File: src/rtl/cla16_arbiter.sv
// Round-robin front end for a shared W-bit adder: grants one requester per cycle,
// registers operands (stage 1) and result (stage 2), and returns tagged responses.
module cla16_arbiter #(
    parameter int NREQ = 4,
    parameter int W    = 16,
    parameter int IDW  = $clog2(NREQ)
) (
    input  logic                clk,
    input  logic                rst,
    input  logic [NREQ-1:0]     req_valid,
    output logic [NREQ-1:0]     req_ready,
    input  logic [NREQ*W-1:0]   req_a,
    input  logic [NREQ*W-1:0]   req_b,
    input  logic [NREQ-1:0]     req_cin,
    output logic                rsp_valid,
    input  logic                rsp_ready,
    output logic [IDW-1:0]      rsp_id,
    output logic [W-1:0]        rsp_sum,
    output logic                rsp_cout,
    output logic                busy
);

    function automatic logic [W:0] cla_add(input logic [W-1:0] a,
                                           input logic [W-1:0] b,
                                           input logic         cin);
        return {1'b0, a} + {1'b0, b} + {{W{1'b0}}, cin};
    endfunction

    logic [IDW-1:0] ptr;

    logic           vld_p1;
    logic [IDW-1:0] id_p1;
    logic [W-1:0]   a_p1;
    logic [W-1:0]   b_p1;
    logic           cin_p1;

    logic           vld_p2;
    logic [IDW-1:0] id_p2;
    logic [W-1:0]   sum_p2;
    logic           cout_p2;

    logic           wrap_found;
    logic [IDW-1:0] wrap_id;
    logic           fwd_found;
    logic [IDW-1:0] fwd_id;
    logic [IDW-1:0] cand_id;
    logic [IDW-1:0] ptr_nxt;
    logic [W-1:0]   a_sel;
    logic [W-1:0]   b_sel;
    logic           cin_sel;
    logic [W:0]     add_res;
    logic           s2_free;
    logic           s1_move;
    logic           s1_accept;
    logic           take;

    // Lowest valid index at or above ptr wins; otherwise wrap to the lowest valid index.
    always_comb begin
        wrap_found = 1'b0;
        wrap_id    = '0;
        fwd_found  = 1'b0;
        fwd_id     = '0;
        for (int j = NREQ - 1; j >= 0; j--) begin
            if (req_valid[j]) begin
                wrap_found = 1'b1;
                wrap_id    = IDW'(j);
                if (IDW'(j) >= ptr) begin
                    fwd_found = 1'b1;
                    fwd_id    = IDW'(j);
                end
            end
        end
    end

    assign cand_id   = fwd_found ? fwd_id : wrap_id;
    assign ptr_nxt   = (cand_id == IDW'(NREQ - 1)) ? '0 : cand_id + 1'b1;

    assign s2_free   = !vld_p2 || rsp_ready;
    assign s1_move   = vld_p1 && s2_free;
    assign s1_accept = !vld_p1 || s1_move;
    assign take      = wrap_found && s1_accept && !rst;

    always_comb begin
        req_ready = '0;
        a_sel     = '0;
        b_sel     = '0;
        cin_sel   = 1'b0;
        for (int j = 0; j < NREQ; j++) begin
            if (IDW'(j) == cand_id) begin
                req_ready[j] = take;
                a_sel        = req_a[j*W +: W];
                b_sel        = req_b[j*W +: W];
                cin_sel      = req_cin[j];
            end
        end
    end

    always_ff @(posedge clk) begin
        if (rst) begin
            ptr <= '0;
        end else if (take) begin
            ptr <= ptr_nxt;
        end
    end

    // Stage 1: operand register feeding the adder
    always_ff @(posedge clk) begin
        if (rst) begin
            vld_p1 <= 1'b0;
        end else if (take) begin
            vld_p1 <= 1'b1;
        end else if (s1_move) begin
            vld_p1 <= 1'b0;
        end
    end

    always_ff @(posedge clk) begin
        if (take) begin
            id_p1  <= cand_id;
            a_p1   <= a_sel;
            b_p1   <= b_sel;
            cin_p1 <= cin_sel;
        end
    end

    assign add_res = cla_add(a_p1, b_p1, cin_p1);

    // Stage 2: result register driving the response channel
    always_ff @(posedge clk) begin
        if (rst) begin
            vld_p2  <= 1'b0;
            id_p2   <= '0;
            sum_p2  <= '0;
            cout_p2 <= 1'b0;
        end else if (s1_move) begin
            vld_p2  <= 1'b1;
            id_p2   <= id_p1;
            sum_p2  <= add_res[W-1:0];
            cout_p2 <= add_res[W];
        end else if (vld_p2 && rsp_ready) begin
            vld_p2  <= 1'b0;
        end
    end

    assign rsp_valid = vld_p2;
    assign rsp_id    = id_p2;
    assign rsp_sum   = sum_p2;
    assign rsp_cout  = cout_p2;
    assign busy      = vld_p1 || vld_p2;

endmodule
File: config.mk
export PLATFORM = sky130hd
export DESIGN_NAME = cla16_arbiter
export DESIGN_NICKNAME = d
export VERILOG_FILES = /design/src/rtl/cla16_arbiter.sv
export SDC_FILE = /design/constraint.sdc
export NUM_CORES = 1
export LEC_CHECK = 0
export CAP_MARGIN = 20
export CORE_MARGIN = 3
export CORE_UTILIZATION = 47
export CTS_BUF_LIST = sky130_fd_sc_hd__clkbuf_4 sky130_fd_sc_hd__clkbuf_8
export DETAILED_ROUTE_END_ITERATION = 6
export HOLD_SLACK_MARGIN = 0.02
export PLACE_DENSITY_LB_ADDON = 0.08
export SYNTH_ARGS = -nofsm -noshare
export SYNTH_HDL_FRONTEND = slang
export SYNTH_SLANG_ARGS = --single-unit
File: constraint.sdc
create_clock -name clk -period 23.2 [get_ports clk]
set_clock_uncertainty 0.2 [all_clocks]
set_input_delay 6.96 -clock clk [delete_from_list [all_inputs] [get_ports clk]]
set_output_delay 6.96 -clock clk [all_outputs]
set_load 0.01 [all_outputs]
Word-level counts from Yosys, hierarchy flattened --
Index checks and enable logic that the tools add are counted.
Storage, ports and cells: word-level logic and storage cells 80, input bits 139, output and inout port bits 25, register bits after elaboration 58
Cells by class: order comparisons 4, reduce and logical (&&, ||, !) cells 13, add/subtract/negate cells 3, mux-type cells 46, eq/ne operators 4
Operator list (number):
- $mux 16 | 8
- $mux 2 | 14
- $mux 1 | 24
- $add 16x16->17 | 1
- $add 17x1->17 | 1
- $eq 2x2->1 const A | 2
- $ge 1x2->1 const A | 2
- $ge 2x2->1 const A | 2
- $logic_and 1x1->1 | 4
- $reduce_bool 2->1 | 2
- $logic_not 1->1 | 3
- $logic_or 1x1->1 | 3
- $add 2x1->2 const B | 1
- $eq 1x2->1 const A | 1
- $eq 2x2->1 const B | 1
- $logic_not 2->1 | 1

Logic depth before layout (Yosys ltp) --
Gate-level depths: netlist (run 1).
depth after elaboration 15, gate-level depth with buffers 13, depth with buffers taken out 11

Worst setup path after synthesis (run 1) --
Ideal clock, no wire load.
kind input port to output port, start point input rst, end point output req_ready[0], path buffers 1, data required time 16040 ps, arrival time 10538 ps, setup slack 5502 ps, stages on the path 3, cells stage by stage clkbuf_1 > a211oi_1 > and2_1
Between the ends: longest elaborated chain between the ends 3
Ends and longest elaborated chain:
- from (decl) | line 9 | input logic rst,
- $logic_not 1->1 | line 81 | assign take = wrap_found && s1_accept && !rst;
- $logic_and 1x1->1 | line 81
- via take | line 55 | logic take;
- $mux 1 | line 89 | if (IDW'(j) == cand_id) begin
- to (decl) | line 11 | output logic [NREQ-1:0] req_ready,
The timed path passes the listed nets, and every way through them passes these cells.

Final worst setup path (run 1) --
start point input req_valid[0], end point output req_ready[3]
Between the ends: longest elaborated chain between the ends 4, elaborated cells between the ends (all ways) 9, those cells by class 1 x eq/ne; 6 x mux; 2 x reduce/logical
Ends and longest elaborated chain:
- from (decl) | line 10 | input logic [NREQ-1:0] req_valid,
- $mux 2 / $mux 1 (equally long branches) | line 64 | if (req_valid[j]) begin
- $mux 2 (*) | line 75 | assign cand_id = fwd_found ? fwd_id : wrap_id;
- via cand_id[0] | line 46 | logic [IDW-1:0] cand_id;
- $eq 2x2->1 (*) | line 89
- $mux 1 (*) | line 89
The timed path passes the listed nets; every way through them passes the cells marked *.

==> results of run 1 <==
==> cells by family after synthesis <==
| logic type | count (synthesis) | share of synthesized area, % |
|---|---|---|
| buffers and inverters | 40 | 3.98 |
| adder cells (fa/ha/maj) | 21 | 7.37 |
| AND/OR/NAND/NOR | 152 | 17.9 |
| AO/OA/AOI/OAI | 167 | 28.0 |
| flip-flops | 58 | 40.1 |
| multiplexers | 2 | 0.531 |
| XOR/XNOR | 9 | 2.09 |
==> layout by cell type, fill, tap and decap left out, types with 3 or more instances in the layout <==
cell type          n
a211oi_1           3
a21o_1             7
a21oi_1           56
a22o_1             4
a22oi_1           32
a31oi_1            4
and2_1             5
buf_4              3
clkbuf_4           3
clkbuf_8           9
clkdlybuf4s50_1  163
dfxtp_1           23
edfxtp_1          35
ha_1              17
inv_1              6
nand2_1           63
nand2b_1           7
nand3_1            7
nor2_1            46
nor2b_1            3
nor3b_1            3
nor4_1             5
o211ai_1           3
o21ai_0            3
o21ai_1           35
xnor2_1            6
xor2_1             3
==> flip-flops by register name, indices dropped and copies added (netlist names), 2 cells and up <==
signal   flops
a_p1        16
b_p1        16
rsp_sum     16
id_p1        2
ptr          2
rsp_id       2
==> worst paths after layout <==
check,startpoint,to,slack [ns],cells past startpoint
min,rsp_sum[4],rsp_sum[4],0.25,2
max reg2reg,ptr[1],a_p1[2],20.06,11
max,req_valid[0],req_ready[3],6.10,7
min reg2reg,rsp_sum[4],rsp_sum[4],0.25,2
==> area by class of cell <==
cell class	instances	area, um2
Multi-Input combinational cell	351	2130
Tap cell	102	128
Sequential cell	58	1510
Inverter	7	26.3
Clock inverter	4	42.5
Clock buffer	12	146
Fill cell	629	2110
Timing Repair Buffer	168	1680
==> critical path, stage by stage <==
cell             delay, ns
clkdlybuf4s50_1       0.48
mux2i_1               0.16
nor2_1                0.06
nor3_1                0.52
ha_2                  0.99
and2_1                0.23
clkdlybuf4s50_1       0.53
==> metrics by stage <==
| stage | worst slack [ns] | cells | utilization (%) |
|---|---|---|---|
| 2_1_floorplan | 5.50 | 449 | - |
| 3_5_place_dp | 6.07 | 685 | 70.3 |
| 6_report | 6.10 | 702 | 72.9 |
| 4_1_cts | 6.08 | 701 | 72.7 |
| 3_3_place_gp | 6.26 | 684 | 70.1 |
| 5_1_grt | 5.85 | 702 | 72.9 |
==> routing by layer <==
metal  part of all wire, %  wire length (um)  vias up  track usage [%]
met2                    50              5180      144             37.2
met1                    42              4420     1691             28.6
met3                   7.4               769        8             6.79
met5                     0                 0        -                0
met4                  0.88                92        0             6.40
li1                      -                 -     1939                -
==> power groups by stage <==
stage	registers [uW]	logic, uW	clock network [uW]
final	150	228	88.4
after floorplan	153	148	0
after CTS	150	226	89.5
after detailed placement	152	225	0
after global routing	152	253	95.3
after global placement	151	220	0
==> qor.yml, run 1 <==
status: "finished clean"
drv_slew: 0
place_congestion: 0.909
io_pins: 164
fp.coreArea_mm2: 0.00777
grt_usage_pct: 22.6
min_period_over_period_pct: 73.7
p_leak_uw: 0.00216
drive_above_1_share_pct: 4.50
max_freq_ghz: 0.0585
syn_to_final_growth_pct: 50.2
crit_path_end_kind: "primary output"
rows: 32
critPathKind: "input pin to primary output"
start_util_pct: 48.5
wl_per_cell_um: 14.9
firstDrtPassIters: 4
setup-tns-final_ns: 0
yosysMostFrequentCell: "nand2_1"
vias: 3782
grt.overflow.total: 0
io_buffer_count: 163
p_total_uw: 466
synth.top_cell.area_share_pct: 27.9
die_w_um: 95.5
fin_crit_ns: 17.10
final_area_mm2: 0.00566
nets: 755
clkSinkCount: 58
worstPathMaxFanout: 67
worstMarginPinSlew_ns: 1.03
synthTopCellsByArea: "edfxtp_1 (28%), dfxtp_1 (12%), a21oi_1 (7.4%)"
grt_max_degree: 68
drv_cap: 0
hold_viol_final: 0
crit_required_ns: 16.04
synth_ff_type: "edfxtp_1"
cts_resized: 0
clk_pin_slew_ns: 0.06
cts_inserted_buffers: 9
syn_area_mm2: 0.00377
grt_pass1_vias: 3448
p_int_uw: 300
postSynthCellCount: 449
ys_seq_elements: 58
synth_edf_count: 35
clock_tree.buffer_depth: 2
holdWs_ns: 0.251
swShare_pct: 35.6
grt_pass1_wl_um: 16000
grt_antenna_before_repair: 0
rsz0062_at_grt: "false"
async_flop_share_pct: 0
slew_headroom_pct: 31.0
h-tree-depth: 3
postCtsSetupBuffers: 0
ys_seq_area_share_pct: 40.1
synth_common_cells: "nand2_1 (63), a21oi_1 (56), nor2_1 (46)"
dp_hpwl_um: 8450
synth_largest_area_cell: "edfxtp_1"
diodes: 0
synth_cell_type_count: 50
power_switching_uw: 166
drtAntennaViolNets: 0
final-setup-viol-count: 0
p_per_area_mw_per_mm2: 82.3
ys_warn_count: 0
die_h_um: 95.5
syn_nets: 609
hold_buffers: 0
die_area_mm2: 0.00913
ir_drop_uv: 41.4
drt_wl_total_um: 10500
drc_errors: 0
cts_tree: "yes"
p_clk_share_pct: 19.0
place_area_mm2: 0.00546
hold_class: "register to register"
dr.first_iter.drc_count: 149
start_kind: "input pin"
root_buffer: "clkbuf_8"
cp.arrival_ns: 9.94
avgSynthCellArea_um2: 8.39
power_frac_comb_pct: 48.9
power_frac_seq_pct: 32.1
viasPerCell: 5.39
clk_latency_ns: 0.33
(Power assumes the default switching activity.)
==> run 2, diff against run 1 <==
CORE_UTILIZATION = 44   (was 47)
clock period = 17.4 ns   (was 23.2 ns; I/O delays follow)
==> run 2 against run 1 <==
- via count grew 0.85%
- worst hold slack better by 0.0034 ns
- wire length rose by 5.0%
- first-iteration DRC count rose by 8.1%
- critical endpoint unchanged
- highest routed layer unchanged
==> qor.yml, run 2 (same netlist as run 1, synthesis figures left out) <==
p_total_uw: 657  # +41%
max_freq_ghz: 0.0749
h-tree-depth: 3  # unchanged
dr.first_iter.drc_count: 161  # +8.1%
hp-start: "rsp_sum[7]"
critPathKind: "input pin to primary output"
setup_ws_ns: 4.05  # -2.06 ns
regToRegEndpoint: "a_p1[0]"
p_per_area_mw_per_mm2: 115  # +39%
final_area_mm2: 0.00573  # +1.1%
start_kind: "input pin"
mostFrequentLayoutCell: "clkdlybuf4s50_1"
final_util_pct: 69.3  # -3.6 points
crit_required_ns: 11.98  # -4.06 ns
holdPathStages: 2  # unchanged
die_area_mm2: 0.00971  # +6.4%
place_area_mm2: 0.00547  # +0.21%
grt_antenna_before_repair: 0  # unchanged
io_pins: 164  # unchanged
hold_viol_final: 0  # unchanged
clk_pin_slew_ns: 0.06  # about the same
syn_to_final_growth_pct: 51.9
ir_drop_uv: 52.8  # +27%
drv_cap: 0  # unchanged
drt_wl_total_um: 11000  # +5.0%
rrSetupSlack_ns: 14.20  # -5.86 ns
dp_hpwl_um: 8820  # +4.4%
status: "finished clean"
io_buffer_count: 163  # unchanged
grt_max_degree: 68  # unchanged
grt_pass1_vias: 3630  # +5.3%
crit_path_end_kind: "primary output"
crit_path_cell_trace: "clkdlybuf4s50_1, mux2i_1, nor2_1, nor3_1, ha_2, buf_4, and2_1, clkdlybuf4s50_1"
final-setup-viol-count: 0  # unchanged
max_stage_delay_ns: 0.53  # -0.46 ns
final-seq-area_mm2: 0.00151  # unchanged
grt_pass1_wl_um: 17300  # +7.9%
die_w_um: 98.5  # +3.1%
drv_slew: 0  # unchanged
vias: 3814  # +0.85%
clock_tree.buffer_depth: 2  # unchanged
grt.overflow.total: 0  # unchanged
rows: 33  # +3.1%
wl_per_cell_um: 15.5  # +4.4%
min_period_over_period_pct: 76.7
diodes: 0  # unchanged
final_cell_mix: "clkdlybuf4s50_1 (163), nand2_1 (63), a21oi_1 (56), nor2_1 (46)"
multiInputGateArea_mm2: 0.00213  # unchanged
worst_path_most_repeated_cell: "clkdlybuf4s50_1"
fin_crit_ns: 13.35
worstMarginPinSlew_ns: 0.964  # -0.0705 ns
grt_usage_pct: 22.3  # -0.29 points
cts_inserted_buffers: 9  # unchanged
endpoint: "req_ready[3]"
cts_tree: "yes"
cp_slowest_cell: "clkdlybuf4s50_1"
cts_resized: 0  # unchanged
nets: 756  # +0.13%
cp.arrival_ns: 7.93  # -2.01 ns
fill_cells: 703  # +12%
clkSinkCount: 58  # unchanged
postCtsSetupBuffers: 0  # unchanged
start_util_pct: 45.6  # -2.9 points
viasPerCell: 5.40  # +0.27%
ff2ff_path_depth: 11  # unchanged
reg2reg_from: "ptr[1]"
crit_start: "req_valid[0]"
clk_latency_ns: 0.35  # +0.02 ns
setup-tns-final_ns: 0  # unchanged
hold_class: "register to register"
hold_buffers: 0  # unchanged
firstDrtPassIters: 6  # +2
drtAntennaViolNets: 0  # unchanged
preCtsSetupSlack_ns: 4.05  # -2.02 ns
p_leak_uw: 0.00219  # +1.2%
root_buffer: "clkbuf_8"
drive_above_1_share_pct: 4.99  # +0.49 points
slew_headroom_pct: 35.5  # +4.5 points
rsz0062_at_grt: "false"
drc_errors: 0  # unchanged
fp.coreArea_mm2: 0.00826  # +6.3%
worstPathMaxFanout: 67  # unchanged
place_congestion: 0.965  # +6.2%
die_h_um: 98.5  # +3.1%
-- run 2: cell count changes in the layout (fill, tap and decap cells not counted), sizes merged --
cell,delta
bufinv,+2
clkinv,-2
buf,+1
clkbuf,-1
clkinvlp,+1
-- run 2: area by class of cell --
cell class              count  area share, %
clock buffers              11           2.43
flip-flops and latches     58           26.4
well taps                 105           2.29
inverters                   7          0.459
repair buffers            169           29.5
multi-input cells         351           37.2
clock inverters             5           1.79
-- run 2: how the worst min path moves through the flow --
stage / to
2_1_floorplan: rsp_id[0]
3_3_place_gp: rsp_sum[5]
3_5_place_dp: rsp_sum[5]
4_1_cts: rsp_sum[7]
5_1_grt: rsp_sum[7]
6_report: rsp_sum[7]
-- run 2: critical path: cells and delay by family --
kind | cells | cell delay [ns]
muxes | 1 | 0.19
adders and majority gates | 1 | 0.28
and+or+nand+nor | 3 | 0.76
buffers and inverters | 3 | 1.47
-- run 2: per-layer routing --
metal | global-route usage (%) | wire length [um] | share of wire [%]
met5 | 0 | 0 | 0
met4 | 10.9 | 318 | 2.9
met3 | 5.59 | 796 | 7.3
met2 | 35.2 | 5140 | 47
met1 | 28.5 | 4720 | 43
-- run 2: power breakdown --
| group | switching (uW) | internal, uW |
|---|---|---|
| combinational | 163 | 144 |
| clock | 52.7 | 98.0 |
| sequential | 13.5 | 186 |
-- run 2: stage by stage --
step	instances	hold slack [ns]
2_1_floorplan	449	0.271
3_3_place_gp	688	0.237
3_5_place_dp	689	0.246
4_1_cts	705	0.256
5_1_grt	706	0.277
6_report	706	0.255
